### src/rtl/neuron_mac_seq.sv
// Sequential fixed-point neuron: one signed multiply-accumulate per cycle over
// captured operands, then bias-aware rounding toward -inf, optional ReLU and saturation.
module neuron_mac_seq #(
    parameter int unsigned NUM_INPUTS = 4,
    parameter int unsigned WIDTH      = 8,
    parameter int unsigned FRAC_BITS  = 5,
    parameter bit          USE_RELU   = 1'b1
) (
    input  logic                              CLK,
    input  logic                              RSTN,
    input  logic [NUM_INPUTS-1:0][WIDTH-1:0]  VALUES_IN,
    input  logic                              VALID_IN,
    input  logic [NUM_INPUTS-1:0][WIDTH-1:0]  WEIGHTS_IN,
    input  logic [WIDTH-1:0]                  BIAS_IN,
    output logic [WIDTH-1:0]                  VALUE_OUT,
    output logic                              VALID_OUT,
    output logic                              BUSY,
    output logic                              OVERRUN
);

    localparam int unsigned ACC_W  = 2 * WIDTH + $clog2(NUM_INPUTS) + 1;
    localparam int unsigned PROD_W = 2 * WIDTH;
    localparam int unsigned IDX_W  = (NUM_INPUTS > 1) ? $clog2(NUM_INPUTS) : 1;

    localparam logic [IDX_W-1:0]        LAST_IDX = IDX_W'(NUM_INPUTS - 1);
    localparam logic [IDX_W-1:0]        IDX_ONE  = IDX_W'(1);
    localparam logic signed [WIDTH-1:0] MAX_W    = {1'b0, {(WIDTH-1){1'b1}}};
    localparam logic signed [WIDTH-1:0] MIN_W    = {1'b1, {(WIDTH-1){1'b0}}};
    localparam logic signed [ACC_W-1:0] MAX_ACC  = ACC_W'(MAX_W);
    localparam logic signed [ACC_W-1:0] MIN_ACC  = ACC_W'(MIN_W);

    typedef enum logic [1:0] {
        ST_IDLE   = 2'd0,
        ST_MAC    = 2'd1,
        ST_FINISH = 2'd2
    } state_t;

    state_t                           state_r,   state_nxt_s;
    logic [IDX_W-1:0]                 idx_r,     idx_nxt_s;
    logic signed [ACC_W-1:0]          acc_r,     acc_nxt_s;
    logic [NUM_INPUTS-1:0][WIDTH-1:0] vals_r,    vals_nxt_s;
    logic [NUM_INPUTS-1:0][WIDTH-1:0] wts_r,     wts_nxt_s;
    logic [WIDTH-1:0]                 value_r,   value_nxt_s;
    logic                             valid_r,   valid_nxt_s;
    logic                             overrun_r, overrun_nxt_s;

    logic signed [ACC_W-1:0]  bias_ext_s;
    logic signed [PROD_W-1:0] prod_s;
    logic signed [ACC_W-1:0]  prod_ext_s;
    logic signed [ACC_W-1:0]  shifted_s;
    logic signed [ACC_W-1:0]  relu_s;
    logic [WIDTH-1:0]         result_s;

    // Datapath arithmetic: scaled bias, current product, and the final result conversion.
    always_comb begin
        bias_ext_s = {{(ACC_W-WIDTH){BIAS_IN[WIDTH-1]}}, BIAS_IN} <<< FRAC_BITS;
        prod_s     = $signed(vals_r[idx_r]) * $signed(wts_r[idx_r]);
        prod_ext_s = {{(ACC_W-PROD_W){prod_s[PROD_W-1]}}, prod_s};
        shifted_s  = acc_r >>> FRAC_BITS;
        if (USE_RELU && shifted_s[ACC_W-1]) begin
            relu_s = '0;
        end else begin
            relu_s = shifted_s;
        end
        if (relu_s > MAX_ACC) begin
            result_s = MAX_W;
        end else if (relu_s < MIN_ACC) begin
            result_s = MIN_W;
        end else begin
            result_s = relu_s[WIDTH-1:0];
        end
    end

    // Next-state and next-register logic for the IDLE -> MAC -> FINISH sequence.
    always_comb begin
        state_nxt_s   = state_r;
        idx_nxt_s     = idx_r;
        acc_nxt_s     = acc_r;
        vals_nxt_s    = vals_r;
        wts_nxt_s     = wts_r;
        value_nxt_s   = value_r;
        valid_nxt_s   = 1'b0;
        overrun_nxt_s = 1'b0;

        case (state_r)
            ST_IDLE: begin
                if (VALID_IN) begin
                    vals_nxt_s  = VALUES_IN;
                    wts_nxt_s   = WEIGHTS_IN;
                    acc_nxt_s   = bias_ext_s;
                    idx_nxt_s   = '0;
                    state_nxt_s = ST_MAC;
                end else begin
                    state_nxt_s = ST_IDLE;
                end
            end
            ST_MAC: begin
                acc_nxt_s = acc_r + prod_ext_s;
                if (idx_r == LAST_IDX) begin
                    idx_nxt_s   = '0;
                    state_nxt_s = ST_FINISH;
                end else begin
                    idx_nxt_s   = idx_r + IDX_ONE;
                    state_nxt_s = ST_MAC;
                end
            end
            ST_FINISH: begin
                value_nxt_s = result_s;
                valid_nxt_s = 1'b1;
                state_nxt_s = ST_IDLE;
            end
            default: begin
                state_nxt_s = ST_IDLE;
            end
        endcase

        // A pulse arriving in any non-idle state is dropped and flagged.
        if (VALID_IN && (state_r != ST_IDLE)) begin
            overrun_nxt_s = 1'b1;
        end else begin
            overrun_nxt_s = 1'b0;
        end
    end

    // State and datapath registers with asynchronous active-low reset.
    always_ff @(posedge CLK or negedge RSTN) begin
        if (!RSTN) begin
            state_r   <= ST_IDLE;
            idx_r     <= '0;
            acc_r     <= '0;
            vals_r    <= '0;
            wts_r     <= '0;
            value_r   <= '0;
            valid_r   <= 1'b0;
            overrun_r <= 1'b0;
        end else begin
            state_r   <= state_nxt_s;
            idx_r     <= idx_nxt_s;
            acc_r     <= acc_nxt_s;
            vals_r    <= vals_nxt_s;
            wts_r     <= wts_nxt_s;
            value_r   <= value_nxt_s;
            valid_r   <= valid_nxt_s;
            overrun_r <= overrun_nxt_s;
        end
    end

    assign VALUE_OUT = value_r;
    assign VALID_OUT = valid_r;
    assign OVERRUN   = overrun_r;
    assign BUSY      = (state_r != ST_IDLE);

endmodule

### config.mk
export PLATFORM = sky130hd
export DESIGN_NAME = neuron_mac_seq
export DESIGN_NICKNAME = d
export VERILOG_FILES = /design/src/rtl/neuron_mac_seq.sv
export SDC_FILE = /design/constraint.sdc
export NUM_CORES = 1
export LEC_CHECK = 0
export ABC_AREA = 0
export BUFFER_PORTS_ARGS = -buffer_cell sky130_fd_sc_hd__buf_2
export CORE_MARGIN = 2
export CORE_UTILIZATION = 54
export CTS_CLUSTER_SIZE = 40
export DETAILED_ROUTE_END_ITERATION = 6
export PLACE_DENSITY = 0.77
export SLEW_MARGIN = 10
export SYNTH_ARGS = -nofsm -noshare
export SYNTH_HDL_FRONTEND = slang
export SYNTH_SLANG_ARGS = --single-unit
### constraint.sdc
create_clock -name CLK -period 5.25 [get_ports CLK]
set_input_delay 0.7875 -clock CLK [delete_from_list [all_inputs] [get_ports CLK]]
set_output_delay 0.7875 -clock CLK [all_outputs]
set_load 0.05 [all_outputs]
==> run_results.csv, run 1 <==
group,metric,value,unit
floorplanning,fp.dieH,122,um
drt,drc,0,
cts,clkLatencyLatePin,0.35,ns
synth,synthesis.area,7550,um^2
drt,antenna_left,0,
layout,nets,1120,
cts,cts_buffers,9,
synth,seq_area_frac_synth,32.2,%
synth,synth_cell_types,51,
synth,yosys.area.top_type,"dfrtp_1",
worst_setup_path,cp_cell_sequence,"buf_12 -> mux4_2 -> and2_4 -> buf_4 -> fa_1 -> inv_1 -> fa_1 -> inv_1 -> fa_1 -> fa_1 -> ha_4 -> ha_4 -> a21o_1 -> a21oi_4 -> nor3b_4 -> a21oi_2 -> or4b_1 -> nand3_1",
run_status,status,"finished with violations",
grt,antenna_found_initial,0,
sta,fin_crit_sh,104,%
sta,hold_viol,0,
synth,async_flop_share,100,%
sta,clock.fmax,182,MHz
sta,skew,0.0110,ns
sta,min_period,5.48,ns
synth,avgSynthCellArea,9.67,um^2
worst_setup_path,path_max_fanout,5,
cts,cts.reportedPaths.clkPinSlew,0.07,ns
layout,diodes,0,
worst_setup_path,worstSetupPathType,"reg -> reg",
run_status,violations,"negative setup slack",
worst_setup_path,cpPeakStageDelay,0.59,ns
place,place_area,8520,um^2
layout,drive_gt1_share,27.0,%
worst_setup_path,path_common_cell,"fa_1",
cts,tritoncts,"done",
worst_setup_path,rrSetupSlack,-0.23,ns
min_path,hp-class,"reg -> reg",
floorplanning,die_area,14900,um^2
worst_setup_path,regToRegEndpoint,"acc_r[17]",
worst_setup_path,arrival,5.77,ns
synth,synth_top_area_share,32.2,%
cts,cts_hold_buf,0,
place,hpwl,12900,um
synth,yosysWarnings,0,
grt,grt_max_degree,71,
layout,area_growth,23.9,%
grt,grt_pass1_vias,6394,
worst_setup_path,crit_end,"acc_r[17]",
drt,vias_per_cell,5.52,
worst_setup_path,endpoint_kind,"flip-flop",
worst_setup_path,critPathSlowestCell,"mux4_2",
floorplanning,row_count,43,
worst_setup_path,startpoint_type,"flip-flop",
sta,worstMarginPinSlew,0.939,ns
synth,synth_edf_count,0,
grt,overflow,0,
grt,grt_pass1_wl,30400,um
floorplanning,coreArea,13800,um^2
synth,synth-main-ff-cell,"dfrtp_1",
layout,finish.instance_area,9350,um^2
cts,cts-root-buf,"clkbuf_16",
sta,relSlewSlack,37.4,%
floorplanning,ioPinCount,86,
drt,wl_per_cell,17.5,um
worst_setup_path,cp.depth,18,
sta,maxSlewViolCount,0,
cts,cts_buffer_depth,2,
worst_setup_path,reg2reg_depth,18,
synth,synth_cells,781,
drt,first_pass_iters,5,
sta,final.setup.worst_slack,-0.230,ns
worst_setup_path,crit_buf_inv,4,
grt,grt.total_usage,26.4,%
synth,ys_seq_elements,97,
place,place.gp.congestion,0.833,
place,numPortBuffers,85,
drt,vias,6082,
cts,htreeDepth,3,
synth,yosys-top-cells-area,"dfrtp_1 (32%), fa_1 (22%), nand2_1 (12%), ha_1 (7.5%), inv_1 (4.8%)",
drt,wl,19200,um
worst_setup_path,required,5.54,ns
worst_setup_path,cpLargestDelayFamily,"adder cells",
worst_setup_path,startpoint,"idx_r[0]",
worst_setup_path,r2r_start,"idx_r[0]",
sta,rsz0062_at_grt,"yes",
cts,clock-sinks,97,
flow_run,drv_cap,0,
drt,drt-initial-drc-count,467,
sta,setup_viol,10,
floorplanning,die_w,122,um
synth,synth_fp_nets,985,
floorplanning,start_util,54.8,%
per-stage QoR:
stage,setup slack [ns],util (%),cells,setup TNS [ns],hold WS [ns]
floorplan,0.00473,-,781,0,0.440
global placement,-0.132,61.8,1064,-0.248,0.454
detailed placement,-0.222,61.8,1064,-0.855,0.460
CTS,-0.190,66.0,1095,-0.543,0.475
global route,-0.391,67.9,1101,-2.78,0.493
finish,-0.230,67.9,1101,-0.999,0.474
metal layers:
layer  share of wire, %  routed length (um)  vias to the layer above  GRT usage (%)
li1                   -                   -                     2721              -
met1                 38                7380                     3028           34.1
met2                 51                9830                      259           45.1
met3                6.0                1140                       74           3.44
met4                4.5                 869                        0           11.1
met5                  0                   0                        -              0
state kept, by name (all words and copies together) (netlist names):
name	count
acc_r	19
vals_r	32
state_r	2
idx_r	2
wts_r	32
VALUE_OUT	8
OVERRUN	1
VALID_OUT	1
area by class of cell:
cell class                 instances  area [um^2]
inverter                          97          364
fill                            1050         4420
timing repair buffer             154         1040
clock inverter                     7          118
clock buffer                       9          225
tap                              180          225
sequential                        97         2430
multi-input combinational        557         4950
how the worst min path moves through the flow:
stage,startpoint,endpoint,slack (ns),cells past startpoint
after global routing,vals_r[22],vals_r[22],0.49,2
after floorplan,wts_r[23],wts_r[23],0.44,2
after detailed placement,wts_r[8],wts_r[8],0.46,2
after global placement,vals_r[10],vals_r[10],0.45,2
final,vals_r[22],vals_r[22],0.47,2
after CTS,wts_r[8],wts_r[8],0.48,2
synthesized netlist by cell type, types with 3 or more instances:
library cell  instances
a31oi_1               3
inv_1                97
xnor2_1              12
a21oi_1              13
nor2b_1               5
nand2_1             240
nor2_1               24
o21a_1                4
ha_1                 45
buf_2                 9
nand2b_1              5
xor2_1                3
o21ai_1               3
fa_1                 84
mux4_2               15
and2_1               35
a22oi_1               3
o21ai_0              14
dfrtp_1              97
clkbuf_1             19
o31ai_1              13
o21bai_1              3
placed cells by master, fill, tap and decap left out, types with 3 or more instances in the layout:
| cell | netlist | layout |
|---|---|---|
| nand2b_1 | 5 | 5 |
| o21ai_1 | 3 | 8 |
| fa_2 | 0 | 5 |
| o21a_1 | 4 | 4 |
| xnor2_1 | 12 | 10 |
| buf_2 | 9 | 84 |
| ha_1 | 45 | 32 |
| ha_4 | 0 | 11 |
| nor2b_1 | 5 | 4 |
| o31ai_1 | 13 | 13 |
| buf_4 | 0 | 56 |
| bufinv_16 | 0 | 3 |
| o21ai_0 | 14 | 7 |
| inv_2 | 0 | 4 |
| inv_1 | 97 | 93 |
| clkbuf_16 | 0 | 9 |
| mux4_2 | 15 | 15 |
| a21oi_1 | 13 | 7 |
| nand2_2 | 0 | 7 |
| buf_6 | 0 | 9 |
| nor2_1 | 24 | 23 |
| dfrtp_1 | 97 | 96 |
| fa_1 | 84 | 79 |
| a22oi_1 | 3 | 3 |
| nand2_1 | 240 | 232 |
| and2_4 | 0 | 5 |
| buf_12 | 0 | 4 |
| xor2_1 | 3 | 3 |
| and2_1 | 35 | 29 |
| a21oi_2 | 0 | 5 |
logic make-up after synthesis:
logic type	Yosys count	share of synthesized area, %
AOI/OAI and AO/OA	73	6.71
and+or+nand+nor	322	18.2
xor gates and xnor gates	15	1.74
muxes	18	4.89
buffers and inverters	127	6.60
DFF	97	32.2
adders and majority gates	129	29.7
worst min-delay path, stage by stage, from the launching register on:
cell and delay [ns]:
dfrtp_1 0.34, nand2_1 0.05, nand2_1 0.05
what timing repair did:
item / in CTS / in global routing
gates cloned: 1 / 0
endpoints found under the hold margin: 0 / 0
setup buffers: 14 / 7
pin swaps: 17 / 33
setup endpoints to repair: 9 / 12
gates resized for setup: 20 / 53
Power of run 1 is left out: the tool's default activity adds up to more than one toggle a clock period on the data nets, which glitch-free logic cannot reach.
==> run 2, diff against run 1 <==
- CORE_ASPECT_RATIO: default -> 1.75
==> run 2 against run 1 <==
  * The run still ends with negative setup slack left
  * Worst hold slack worse by 0.035 ns
  * Critical path depth did not move
  * Worst setup slack better by 0.086 ns
  * First-iteration DRC count fell by 19%
  * Sequential cell count unchanged
  * Fmax up 1.6%
  * Count of clock-buffer cells in the layout increased by 1
  * Non-clock buffer count increased by 5
  * Utilization down 0.27 points
  * Clock skew decreased by 0.0013 ns
  * Critical endpoint is now acc_r[12]
  * Routed wire length rose by 2.6%
==> run_results.csv, run 2 (synthesized netlist as in run 1, its figures left out) <==
group,metric,value,unit
run_status,status,"finished with violations",
run_status,violations,"negative setup slack",
sta,maxSlewViolCount,0,
sta,worstMarginPinSlew,0.887,ns
layout,final_cells,1103,
floorplanning,ioPinCount,86,
sta,clock.fmax,185,MHz
flow_run,drv_cap,0,
grt,overflow,0,
layout,area_growth,23.3,%
worst_setup_path,r2r_start,"idx_r[0]",
worst_setup_path,regToRegEndpoint,"acc_r[12]",
grt,antenna_found_initial,0,
floorplanning,die_w,93.4,um
sta,min_period,5.39,ns
sta,final.setup.worst_slack,-0.143,ns
worst_setup_path,worstSetupPathType,"reg -> reg",
place,hpwl,13800,um
worst_setup_path,crit_buf_inv,4,
drt,wl,19700,um
grt,grt_pass1_wl,31500,um
worst_setup_path,path_common_cell,"fa_1",
layout,nets,1125,
floorplanning,start_util,54.8,%
sta,fin_crit_sh,103,%
sta,skew,0.00962,ns
cts,clkLatencyLatePin,0.35,ns
drt,vias_per_cell,5.41,
drt,drt-initial-drc-count,377,
worst_setup_path,cp.depth,18,
floorplanning,die_area,15000,um^2
cts,clock-sinks,97,
sta,rsz0062_at_grt,"yes",
place,dp.cells,1059,
min_path,hp-class,"in -> async",
grt,grt_pass1_vias,6428,
grt,grt.total_usage,27.4,%
sta,hold_viol,0,
layout,fill_cells,1007,
worst_setup_path,critPathSlowestCell,"mux4_2",
layout,diodes,0,
layout,drive_gt1_share,27.5,%
floorplanning,fp.dieH,160,um
drt,vias,5970,
cts,cts.reportedPaths.clkPinSlew,0.08,ns
drt,first_pass_iters,5,
place,numPortBuffers,85,
layout,most-common-layout-cells,"nand2_1 (233), dfrtp_1 (96), inv_1 (94)",
cts,cts_buffer_depth,2,
worst_setup_path,startpoint_type,"flip-flop",
drt,antenna_left,0,
cts,htreeDepth,3,
worst_setup_path,reg2reg_depth,18,
grt,grt_max_degree,59,
cts,cts_buffers,9,
worst_setup_path,path_max_fanout,6,
worst_setup_path,cpLargestDelayFamily,"adder cells",
worst_setup_path,rrSetupSlack,-0.14,ns
worst_setup_path,required,5.46,ns
drt,wl_per_cell,17.9,um
cts,tritoncts,"done",
floorplanning,row_count,57,
layout,final_common_cell,"nand2_1",
worst_setup_path,cpPeakStageDelay,0.62,ns
floorplanning,coreArea,13800,um^2
layout,top_regs,"vals_r (32), wts_r (32), acc_r (19)",
worst_setup_path,cp_cell_sequence,"buf_8 -> buf_4 -> mux4_2 -> nand2_2 -> fa_1 -> fa_1 -> inv_2 -> fa_1 -> fa_1 -> fa_1 -> ha_4 -> o21a_1 -> o31a_1 -> buf_6 -> nor2_1 -> o21bai_1 -> xnor2_1 -> o21ai_1",
place,place.gp.congestion,0.907,
cts,cts-root-buf,"clkbuf_16",
sta,relSlewSlack,40.8,%
worst_setup_path,arrival,5.60,ns
drt,drc,0,
worst_setup_path,endpoint_kind,"flip-flop",
sta,setup_viol,10,
## run 2: metrics by stage
stage	setup TNS, ns	hold slack [ns]	cell area, um^2	utilization [%]	worst slack, ns
floorplan	0	0.440	7640	-	0.00473
global placement	-0.208	0.452	8510	61.8	-0.120
detailed placement	-1.06	0.461	8510	61.8	-0.255
CTS	-0.526	0.453	9130	66.3	-0.130
global route	-1.93	0.475	9310	67.6	-0.242
finish	-0.711	0.439	9310	67.6	-0.143
## run 2: worst max path at each step
stage             start   endpoint  slack [ns]
2_1_floorplan  idx_r[0]  acc_r[17]       0.005
3_3_place_gp   idx_r[0]  acc_r[17]       -0.12
3_5_place_dp   idx_r[0]  acc_r[17]       -0.26
4_1_cts        idx_r[0]  acc_r[17]       -0.13
5_1_grt        idx_r[0]  acc_r[17]       -0.24
6_report       idx_r[0]  acc_r[12]       -0.14
## run 2: metal layers
layer	vias up	share of wire [%]	global-route usage (%)	wire length (um)
li1	2733	-	-	-
met4	0	6.3	16.6	1250
met2	250	54	48.7	10600
met5	-	0	0	0
met1	2910	36	30.8	7010
met3	77	4.5	3.33	894
## run 2: timing repair
| item | in CTS | in global routing |
|---|---|---|
| cloned | 1 | 0 |
| buffers inserted | 19 | 11 |
| setup endpoints to repair | 10 | 11 |
| resized for setup | 39 | 35 |
| hold endpoints to repair | 0 | 0 |
| pin swaps | 43 | 46 |
| hold buffers | 0 | 0 |
## run 2: worst reg2reg max path, stage by stage (launching register included)
cell and delay (ns):
dfrtp_2 0.44, buf_8 0.15, buf_4 0.12, mux4_2 0.62
nand2_2 0.15, fa_1 0.44, fa_1 0.54, inv_2 0.04
fa_1 0.48, fa_1 0.56, fa_1 0.46, ha_4 0.33
o21a_1 0.11, o31a_1 0.21, buf_6 0.13, nor2_1 0.04
o21bai_1 0.19, xnor2_1 0.16, o21ai_1 0.08
## run 2: cell type report
cell class / count / area [um^2] / area share (%)
tap: 177 / 221 / 2.38
inverter: 97 / 364 / 3.91
multi-input combinational: 557 / 4940 / 53.1
clock inverter: 6 / 61.3 / 0.659
sequential: 97 / 2430 / 26.1
timing repair buffer: 159 / 1050 / 11.3
clock buffer: 10 / 239 / 2.57
Power of run 2 is left out for the same reason.
